===== src/rtl/pwm_edge_buffer.sv =====
// Period-boundary double buffer for one PWM channel's rise/fall edge times.
// New edge pairs are committed only on the last count of the period, so every period is glitch-free.
module pwm_edge_buffer #(
  parameter int WIDTH = 13
) (
  input  logic             CLK,
  input  logic             RST,
  input  logic [WIDTH-1:0] CYCLE,
  input  logic [WIDTH-1:0] TIME_CNT,
  input  logic [WIDTH-1:0] RISE_IN,
  input  logic [WIDTH-1:0] FALL_IN,
  output logic [WIDTH-1:0] RISE_OUT,
  output logic [WIDTH-1:0] FALL_OUT
);

  logic [WIDTH-1:0] cycle_last;
  logic             load;
  logic [WIDTH-1:0] rise_d, rise_q;
  logic [WIDTH-1:0] fall_d, fall_q;

  // Wraps modulo 2^WIDTH, so CYCLE == 0 matches an all-ones count.
  assign cycle_last = CYCLE - WIDTH'(1);
  assign load       = (TIME_CNT == cycle_last);

  always_comb begin
    rise_d = rise_q;
    fall_d = fall_q;
    if (load) begin
      rise_d = RISE_IN;
      fall_d = FALL_IN;
    end
  end

  always_ff @(posedge CLK) begin
    if (RST) begin
      rise_q <= '0;
      fall_q <= '0;
    end else begin
      rise_q <= rise_d;
      fall_q <= fall_d;
    end
  end

  assign RISE_OUT = rise_q;
  assign FALL_OUT = fall_q;

endmodule


===== config.mk =====
export PLATFORM = sky130hd
export DESIGN_NAME = pwm_edge_buffer
export DESIGN_NICKNAME = d
export VERILOG_FILES = /design/src/rtl/pwm_edge_buffer.sv
export SDC_FILE = /design/constraint.sdc
export NUM_CORES = 1
export LEC_CHECK = 0
export ABC_AREA = 1
export BUFFER_PORTS_ARGS = -buffer_cell sky130_fd_sc_hd__clkbuf_2
export CAP_MARGIN = 20
export CORE_MARGIN = 5
export CORE_UTILIZATION = 42
export CTS_CLUSTER_DIAMETER = 40
export DETAILED_ROUTE_END_ITERATION = 10
export GPL_ROUTABILITY_DRIVEN = 0
export HOLD_SLACK_MARGIN = 0.08
export PLACE_DENSITY_LB_ADDON = 0.15
export RECOVER_POWER = 100
export SYNTH_ARGS = -nofsm -noshare
export SYNTH_HDL_FRONTEND = slang
export SYNTH_SLANG_ARGS = --single-unit

===== constraint.sdc =====
create_clock -name CLK -period 2.75 [get_ports CLK]
set_clock_uncertainty 0.1 [all_clocks]
set_input_delay 0.4125 -clock CLK [delete_from_list [all_inputs] [get_ports CLK]]
set_output_delay 0.4125 -clock CLK [all_outputs]
set_load 0.01 [all_outputs]

== Yosys cells after proc, flatten, opt, wreduce, memory -nomap -nowiden ==
Index checks and enable logic that the tools add are counted.

* Register bits after elaboration: 26
* Input bits: 54
* Logic and storage cells: 4

* Add/subtract/negate cells: 1
* Eq/ne operators: 1

{| class="wikitable"
|+ Operators with widths
! operator !! number
|-
| $eq 13x13->1 || 1
|-
| $sub 13x1->13 const B || 1
|}

== Depth between registers and ports, before layout ==
Gate-level depths: netlist (run 1).

* Depth in word-level cells: 2
* Mapped depth: 16
* Mapped depth without buffers: 15

== Least setup slack after synthesis (run 1) ==
OpenSTA, ideal clock, no wires.

* Path kind: input to register
* From: in CYCLE[0]
* To: reg fall_q[0] (netlist: FALL_OUT[0])
* Data arrival time: 1.840 ns
* Required time: 2.586 ns
* Slack: 0.746 ns
* Stages: 16
* Path through: inv_2 > ha_1 > nand2_1 > inv_1 > nor2_1 > nand2_1 > nor2_1 > nand2_1 > nor2_1 > nand2_1 > nor2_4 > nand3_4 > buf_6 > nand2_1 > inv_1 > nor2_1

* Cells in the longest elaborated chain, start to end: 2

{| class="wikitable"
|+ Ends and longest elaborated chain
! item !! line !! source
|-
| start: declaration || 8 || <nowiki>input logic [WIDTH-1:0] CYCLE,</nowiki>
|-
| $sub 13x1->13 || 22 || <nowiki>assign cycle_last = CYCLE - WIDTH'(1);</nowiki>
|-
| $eq 13x13->1 || 23 || <nowiki>assign load = (TIME_CNT == cycle_last);</nowiki>
|-
| end signal: assignment || 40 || <nowiki>fall_q <= fall_d;</nowiki>
|-
| end: declaration || 19 || <nowiki>logic [WIDTH-1:0] fall_d, fall_q;</nowiki>
|}

No other way between the ends.
A chain may end at the register's enable or synchronous reset.

== Final worst setup path (run 1) ==
* From: in CYCLE[0]
* To: reg rise_q[4] (netlist: RISE_OUT[4])

* Cells in the longest elaborated chain, start to end: 2

{| class="wikitable"
|+ Ends and longest elaborated chain
! item !! line !! source
|-
| $sub 13x1->13 || 22 ||
|-
| $eq 13x13->1 || 23 ||
|-
| end signal: assignment || 39 || <nowiki>rise_q <= rise_d;</nowiki>
|-
| end: declaration || 18 || <nowiki>logic [WIDTH-1:0] rise_d, rise_q;</nowiki>
|}

No other way between the ends.

==> results of run 1 <==
cells by family (layout without fill, tap and decap cells):
logic type                 count (synthesis)  after routing  share of synthesized area
and+or+nand+nor                          183            183                     0.4185
buffers and inverters                    109            186                     0.2312
DFF                                       26             26                     0.2724
xor gates and xnor gates                  10             10                    0.06090
AOI/OAI and AO/OA                          4              4                    0.01047
adders and majority gates                  1              1                   0.006548
routing by layer:
layer	GRT usage	vias up	wire length (um)
li1	-	1095	-
met1	0.1729	803	2035
met2	0.2609	56	1982
met3	0.02083	4	255
met4	0.04124	0	53
met5	0	-	0
Yosys cell counts, types with 3 or more instances:
master | instances | area share
nor2_4 | 5 | 0.029
dfxtp_1 | 26 | 0.27
xor2_1 | 5 | 0.023
xnor2_1 | 3 | 0.014
nand3_1 | 35 | 0.092
inv_2 | 4 | 0.0079
o21ai_1 | 3 | 0.0079
buf_6 | 4 | 0.024
nand2_1 | 94 | 0.18
nor2_1 | 43 | 0.084
inv_1 | 96 | 0.19
how the worst max path moves through the flow:
stage	slack, ns	startpoint	depth (start not counted)	endpoint
CTS	0.69	CYCLE[0]	15	RISE_OUT[1]
global placement	0.43	CYCLE[0]	15	RISE_OUT[1]
global route	0.22	CYCLE[0]	15	FALL_OUT[9]
floorplan	0.75	CYCLE[0]	16	FALL_OUT[0]
detailed placement	0.41	CYCLE[0]	15	RISE_OUT[1]
finish	0.54	CYCLE[0]	15	RISE_OUT[4]
power breakdown:
part | switching [uW] | leakage [uW] | internal (uW) | total (uW)
Clock | 110 | 0.0000216 | 97.8 | 208
Combinational | 80.1 | 0.00111 | 67.2 | 147
Sequential | 0.108 | 0.000209 | 376 | 376
Total | 191 | 0.00134 | 541 | 732
registers in the layout, indices dropped and copies added (netlist names):
signal / cells
FALL_OUT: 13
RISE_OUT: 13
per-stage QoR:
step                      area [um2]  power (uW)  cells
after floorplan                 1911       476.9    333
after global placement          2331       534.0    459
after detailed placement        2331       535.8    459
after CTS                       2372       743.5    462
after global routing            2323       785.2    462
final                           2323       731.8    462
final cells by class:
type                            instances  area share
Tap cell                               52     0.02800
Timing Repair Buffer                   82      0.1653
Multi-Input combinational cell        198      0.4017
Inverter                              101      0.1632
Clock buffer                            3     0.01777
Sequential cell                        26      0.2240
tightest hold or removal path: stages:
cell and delay (ns):
clkbuf_2 0.08, inv_1 0.04, nand3_1 0.06, nand2_1 0.05, nor2_1 0.03
==> flow_summary.json, run 1 <==
{
  "worstMarginPinSlew_ns": 0.7263,
  "r2r-end": "FALL_OUT[7]",
  "synth_cells": 333,
  "cpPeakStageDelay_ns": 0.28,
  "htreeDepth": 1,
  "hold_viol": 0,
  "grt_pass1_vias": 1794,
  "min_from": "FALL_IN[12]",
  "routed_wl_um": 4328,
  "area_growth_pct": 21.61,
  "clock_path_buffers": 2,
  "grt_use_total": 0.1431,
  "cp_max_fo": 26,
  "start_kind": "input pin",
  "tns_ns": 0,
  "required_ns": 2.81,
  "yosysWarnings": 0,
  "fin_util": 0.5300,
  "cp_num_buf_inv": 4,
  "route.detailed.drc": 0,
  "synth_edf_count": 0,
  "hpwlAfterDp_um": 3361,
  "io_buffers": 79,
  "drt_first_pass_iters": 4,
  "clock_sinks": 26,
  "rows": 24,
  "fin_crit_ns": 2.205,
  "drive_above_1_share": 0.1683,
  "final_nets": 467,
  "die-area_mm2": 0.005998,
  "final_common_cell": "inv_1",
  "yosys_most_used_dff": "dfxtp_1",
  "post_synth.cell_area_avg_um2": 5.737,
  "synth_seq_area_share": 0.2724,
  "wl_per_cell_um": 9.368,
  "r2r-start": "FALL_OUT[7]",
  "clk_pin_slew_ns": 0.09,
  "worstPathArrival_ns": 2.26,
  "postCtsSetupRepairBufs": 0,
  "endpoint_kind": "register",
  "syn-num-nets": 388,
  "final-seq-area_um2": 520.5,
  "crit_top_cell": "nand2_1",
  "clock_latency_ns": 0.26,
  "hold_slack_ns": 0.3494,
  "cts_tree": "done",
  "irDropWorstVdd_mv": 0.1673,
  "ctsResizeCount": 0,
  "ys_ff_latch": 26,
  "holdBufCountCts": 0,
  "max_freq_ghz": 0.4535,
  "overflow": 0,
  "p_leak_uw": 0.001338,
  "setup_viol": 0,
  "crit_path_top_delay_cell": "buf_4",
  "fp.dieH_um": 77.45,
  "antennaDiodeCount": 0,
  "fillers": 490,
  "mappedNetlistArea_mm2": 0.001911,
  "hold-path-cell-count": 5,
  "ios": 80,
  "antenna_found_initial": 0,
  "criticalPathCategory": "input pin to register",
  "ant_nets": 0,
  "grt_max_degree": 27,
  "status": "completed",
  "grt_pass1_wl_um": 7438,
  "slew_violations": 0,
  "final_cell_mix": "inv_1 (96), nand2_1 (95), clkbuf_2 (52), nor2_1 (44), nand3_1 (35)",
  "drt_iter0_markers": 94,
  "pre_cts_slack_ns": 0.4056,
  "multi_input_area_um2": 933.4,
  "ff2ff_path_depth": 4,
  "coreArea_mm2": 0.004384,
  "hold_path.class": "input pin to register",
  "die_w_um": 77.45,
  "cts_root_buf": "clkbuf_8",
  "crit_family": "simple AND/OR/NAND/NOR gates",
  "relSlewSlack": 0.5128,
  "maxCapViolCount": 0,
  "p_per_area_mw_per_mm2": 314.9,
  "worst_slack_ns": 0.5449,
  "rsz0062_at_grt": "false",
  "reg2reg_slack_ns": 2.01,
  "hold_end": "FALL_OUT[12]",
  "viasPerCell": 4.238,
  "async_flop_share": 0,
  "cts_made_buffers": 3,
  "num_vias": 1958,
  "ys_types": 23,
  "path_cells": "clkbuf_1 > inv_2 > ha_1 > nand2_1 > nor2_1 > nand2_1 > nand3_1 > nand2_1 > inv_1 > nand2_1 > nor2_4 > buf_4 > nand3_1 > nand2_1 > nor2_1",
  "finalCritPeriodShare": 0.8018,
  "initial_core_util": 0.4358
}
Note: power is estimated with default switching activity, not from simulation.
==> run 2, diff against run 1 <==
--- a/config.mk
+++ b/config.mk
@@ -5,7 +5,7 @@
 export SDC_FILE = /design/constraint.sdc
 export NUM_CORES = 1
 export LEC_CHECK = 0
-export ABC_AREA = 1
+export ABC_AREA = 0
 export BUFFER_PORTS_ARGS = -buffer_cell sky130_fd_sc_hd__clkbuf_2
 export CAP_MARGIN = 20
 export CORE_MARGIN = 5
==> constraint.sdc (replaced) <==
create_clock -name CLK -period 2 [get_ports CLK]
set_clock_uncertainty 0.1 [all_clocks]
set_input_delay 0.3 -clock CLK [delete_from_list [all_inputs] [get_ports CLK]]
set_output_delay 0.3 -clock CLK [all_outputs]
set_load 0.01 [all_outputs]
==> run 2 against run 1 <==
The run now ends with setup timing left; setup slack got worse by 0.84 ns; via count up 5.9%; wire length grew 44%; sequential share of layout area shrank 4.4 points; final area grew 24%; hold slack got worse by 0.20 ns; cell count is 24% lower; synthesized cell count shrank 45%; critical path type unchanged; critical endpoint is now RISE_OUT[1].
==> flow_summary.json, run 2 <==
{
  "r2r-end": "RISE_OUT[4]",
  "holdBufCountCts": 0,
  "die_w_um": 73.56,
  "worst_slack_ns": -0.2916,
  "p_sw_uw": 407.3,
  "placed_cells": 330,
  "max_freq_ghz": 0.4364,
  "ant_nets": 0,
  "violations": "setup timing",
  "grt_pass1_wl_um": 9308,
  "dpl_cell_area_mm2": 0.002449,
  "clock_path_buffers": 2,
  "p_comb_frac": 0.315,
  "required_ns": 2.10,
  "initial_core_util": 0.4272,
  "synth.largest_area_cell": "dfxtp_1",
  "clock_latency_ns": 0.28,
  "hold_end": "FALL_OUT[5]",
  "worstMarginPinSlew_ns": 0.8030,
  "tns_ns": -5.482,
  "yosys-top-cells-count": "a21oi_1 (27), nand4_1 (27), dfxtp_1 (26)",
  "finalCritPeriodShare": 1.146,
  "hold_viol": 0,
  "worstPathArrival_ns": 2.40,
  "clk_pin_slew_ns": 0.10,
  "num_vias": 2073,
  "viasPerCell": 5.923,
  "hpwlAfterDp_um": 3734,
  "antenna_found_initial": 0,
  "drt_iter0_markers": 166,
  "yosys_most_used_dff": "dfxtp_1",
  "start_kind": "input pin",
  "synth_edf_count": 0,
  "ios": 80,
  "antennaDiodeCount": 0,
  "p_seq_frac": 0.368,
  "status": "finished with violations",
  "syn-num-nets": 239,
  "grt_use_total": 0.2169,
  "criticalPathCategory": "input pin to register",
  "pwr-share-clk": 0.317,
  "p_sw_frac": 0.2898,
  "final_cell_count_no_fill": 350,
  "multi_input_area_mm2": 0.001284,
  "irDropWorstVdd_mv": 0.4702,
  "p_per_area_mw_per_mm2": 486.1,
  "r2r-start": "RISE_OUT[4]",
  "cts_root_buf": "clkbuf_8",
  "setup_viol": 26,
  "htreeDepth": 1,
  "rows": 23,
  "ff2ff_path_depth": 2,
  "final_cell_area_mm2": 0.002892,
  "route.detailed.drc": 0,
  "final_nets": 356,
  "area_growth_pct": 70.43,
  "cp_max_fo": 6,
  "io_buffers": 79,
  "clock_sinks": 26,
  "async_flop_share": 0,
  "synth_seq_area_share": 0.3068,
  "mappedNetlistArea_mm2": 0.001697,
  "final_common_cell": "clkbuf_2",
  "grt_pass1_vias": 1925,
  "final-seq-area_um2": 520.5,
  "coreArea_mm2": 0.003971,
  "internal-power_uw": 998.3,
  "fillers": 293,
  "fp.dieH_um": 73.56,
  "min_from": "FALL_IN[5]",
  "maxCapViolCount": 0,
  "hold_path.class": "input pin to register",
  "post_synth.cell_area_avg_um2": 9.221,
  "fin_util": 0.7281,
  "cts_tree": "done",
  "synth_cells": 184,
  "routed_wl_um": 6242,
  "drive_above_1_share": 0.5133,
  "cts_made_buffers": 3,
  "relSlewSlack": 0.4608,
  "die-area_mm2": 0.005410,
  "p_leak_uw": 0.001082,
  "netlist_top_cells_area": "dfxtp_1 (31%), o31ai_2 (15%), nand4_1 (10%), a21oi_1 (8.0%), xnor2_1 (5.2%)",
  "endpoint_kind": "register",
  "ys_types": 43,
  "wl_per_cell_um": 17.83,
  "synth_top_cell_area_share": 0.3068,
  "final_cell_mix": "clkbuf_2 (49), buf_4 (35), nand4_1 (27), a21oi_1 (27)",
  "fin_crit_ns": 2.292,
  "yosysWarnings": 0,
  "hold-path-cell-count": 3,
  "rsz0062_at_grt": "true",
  "slew_violations": 0,
  "overflow": 0,
  "ys_ff_latch": 26,
  "drt_first_pass_iters": 4,
  "grt_max_degree": 27,
  "reg2reg_slack_ns": 1.16
}
==> run 2: cell types whose count changed after synthesis, sizes merged, moves of 3 or more <==
| cell | previous run | this run |
|---|---|---|
| inv | 100 | 2 |
| nand2 | 96 | 5 |
| nor2 | 49 | 4 |
| nand3 | 36 | 0 |
| a21oi | 0 | 27 |
| nand4 | 0 | 27 |
| o31ai | 0 | 27 |
| xnor2 | 3 | 10 |
| buf | 6 | 12 |
| clkbuf | 2 | 7 |
| nor4 | 0 | 3 |
| o21ai | 4 | 1 |
| or2 | 0 | 3 |
==> run 2: power by group through the flow <==
| stage | clock [uW] | combinational, uW | sequential [uW] |
|---|---|---|---|
| after floorplan | 0 | 166 | 530 |
| after global placement | 0 | 339 | 530 |
| after detailed placement | 0 | 340 | 530 |
| after CTS | 452 | 417 | 517 |
| after global routing | 472 | 471 | 518 |
| final | 445 | 443 | 517 |
==> run 2: metal layers <==
metal  global-route usage  vias to the layer above  part of all wire
li1                     -                      970                 -
met4              0.04829                        0             0.017
met5                    0                        -                 0
met3              0.04241                       15             0.075
met2               0.3445                       90              0.50
met1               0.3028                      998              0.41
==> run 2: stage by stage <==
| step | hold slack, ns | setup slack (ns) | power, uW |
|---|---|---|---|
| 2_1_floorplan | 0.3501 | -0.4027 | 695.9 |
| 3_3_place_gp | 0.3559 | -0.6289 | 868.4 |
| 3_5_place_dp | 0.3612 | -0.6702 | 869.0 |
| 4_1_cts | 0.1439 | -0.2250 | 1387 |
| 5_1_grt | 0.1522 | -0.3416 | 1460 |
| 6_report | 0.1481 | -0.2916 | 1406 |
==> run 2: logic make-up after synthesis <==
group / after synthesis / share of synthesized area
compound gates: 67 / 0.3370
simple gates: 53 / 0.1932
flops: 26 / 0.3068
buf+inv: 21 / 0.07079
xor+xnor: 14 / 0.07227
mux: 2 / 0.01254
fa+ha+maj: 1 / 0.007373
==> run 2: what timing repair did <==
action	CTS	global route
buffers inserted	7	5
endpoints found under the setup margin	26	26
pin swaps	15	17
gates resized for setup	20	18
gates cloned	4	2
==> run 2: layout make-up <==
cell class / count / area share
Sequential cell: 26 / 0.1800
Multi-Input combinational cell: 138 / 0.4440
Tap cell: 50 / 0.02164
Clock inverter: 1 / 0.01039
Clock buffer: 3 / 0.01428
Timing Repair Buffer: 130 / 0.3263
Inverter: 2 / 0.003462
==> run 2: worst max path at each step <==
stage	depth (start not counted)	endpoint	slack [ns]	startpoint
2_1_floorplan	7	FALL_OUT[0]	-0.40	CYCLE[5]
3_3_place_gp	8	RISE_OUT[12]	-0.63	CYCLE[7]
3_5_place_dp	8	RISE_OUT[0]	-0.67	CYCLE[7]
4_1_cts	12	FALL_OUT[4]	-0.23	CYCLE[0]
5_1_grt	10	RISE_OUT[0]	-0.34	CYCLE[1]
6_report	9	RISE_OUT[1]	-0.29	CYCLE[5]
==> run 2: worst max-delay path: stages <==
cell and delay (ns):
buf_6 0.09, or4_4 0.53, or2_4 0.28, o41ai_4 0.30
o2111a_2 0.33, buf_4 0.13, buf_6 0.11, nand4_1 0.13
a21oi_1 0.18
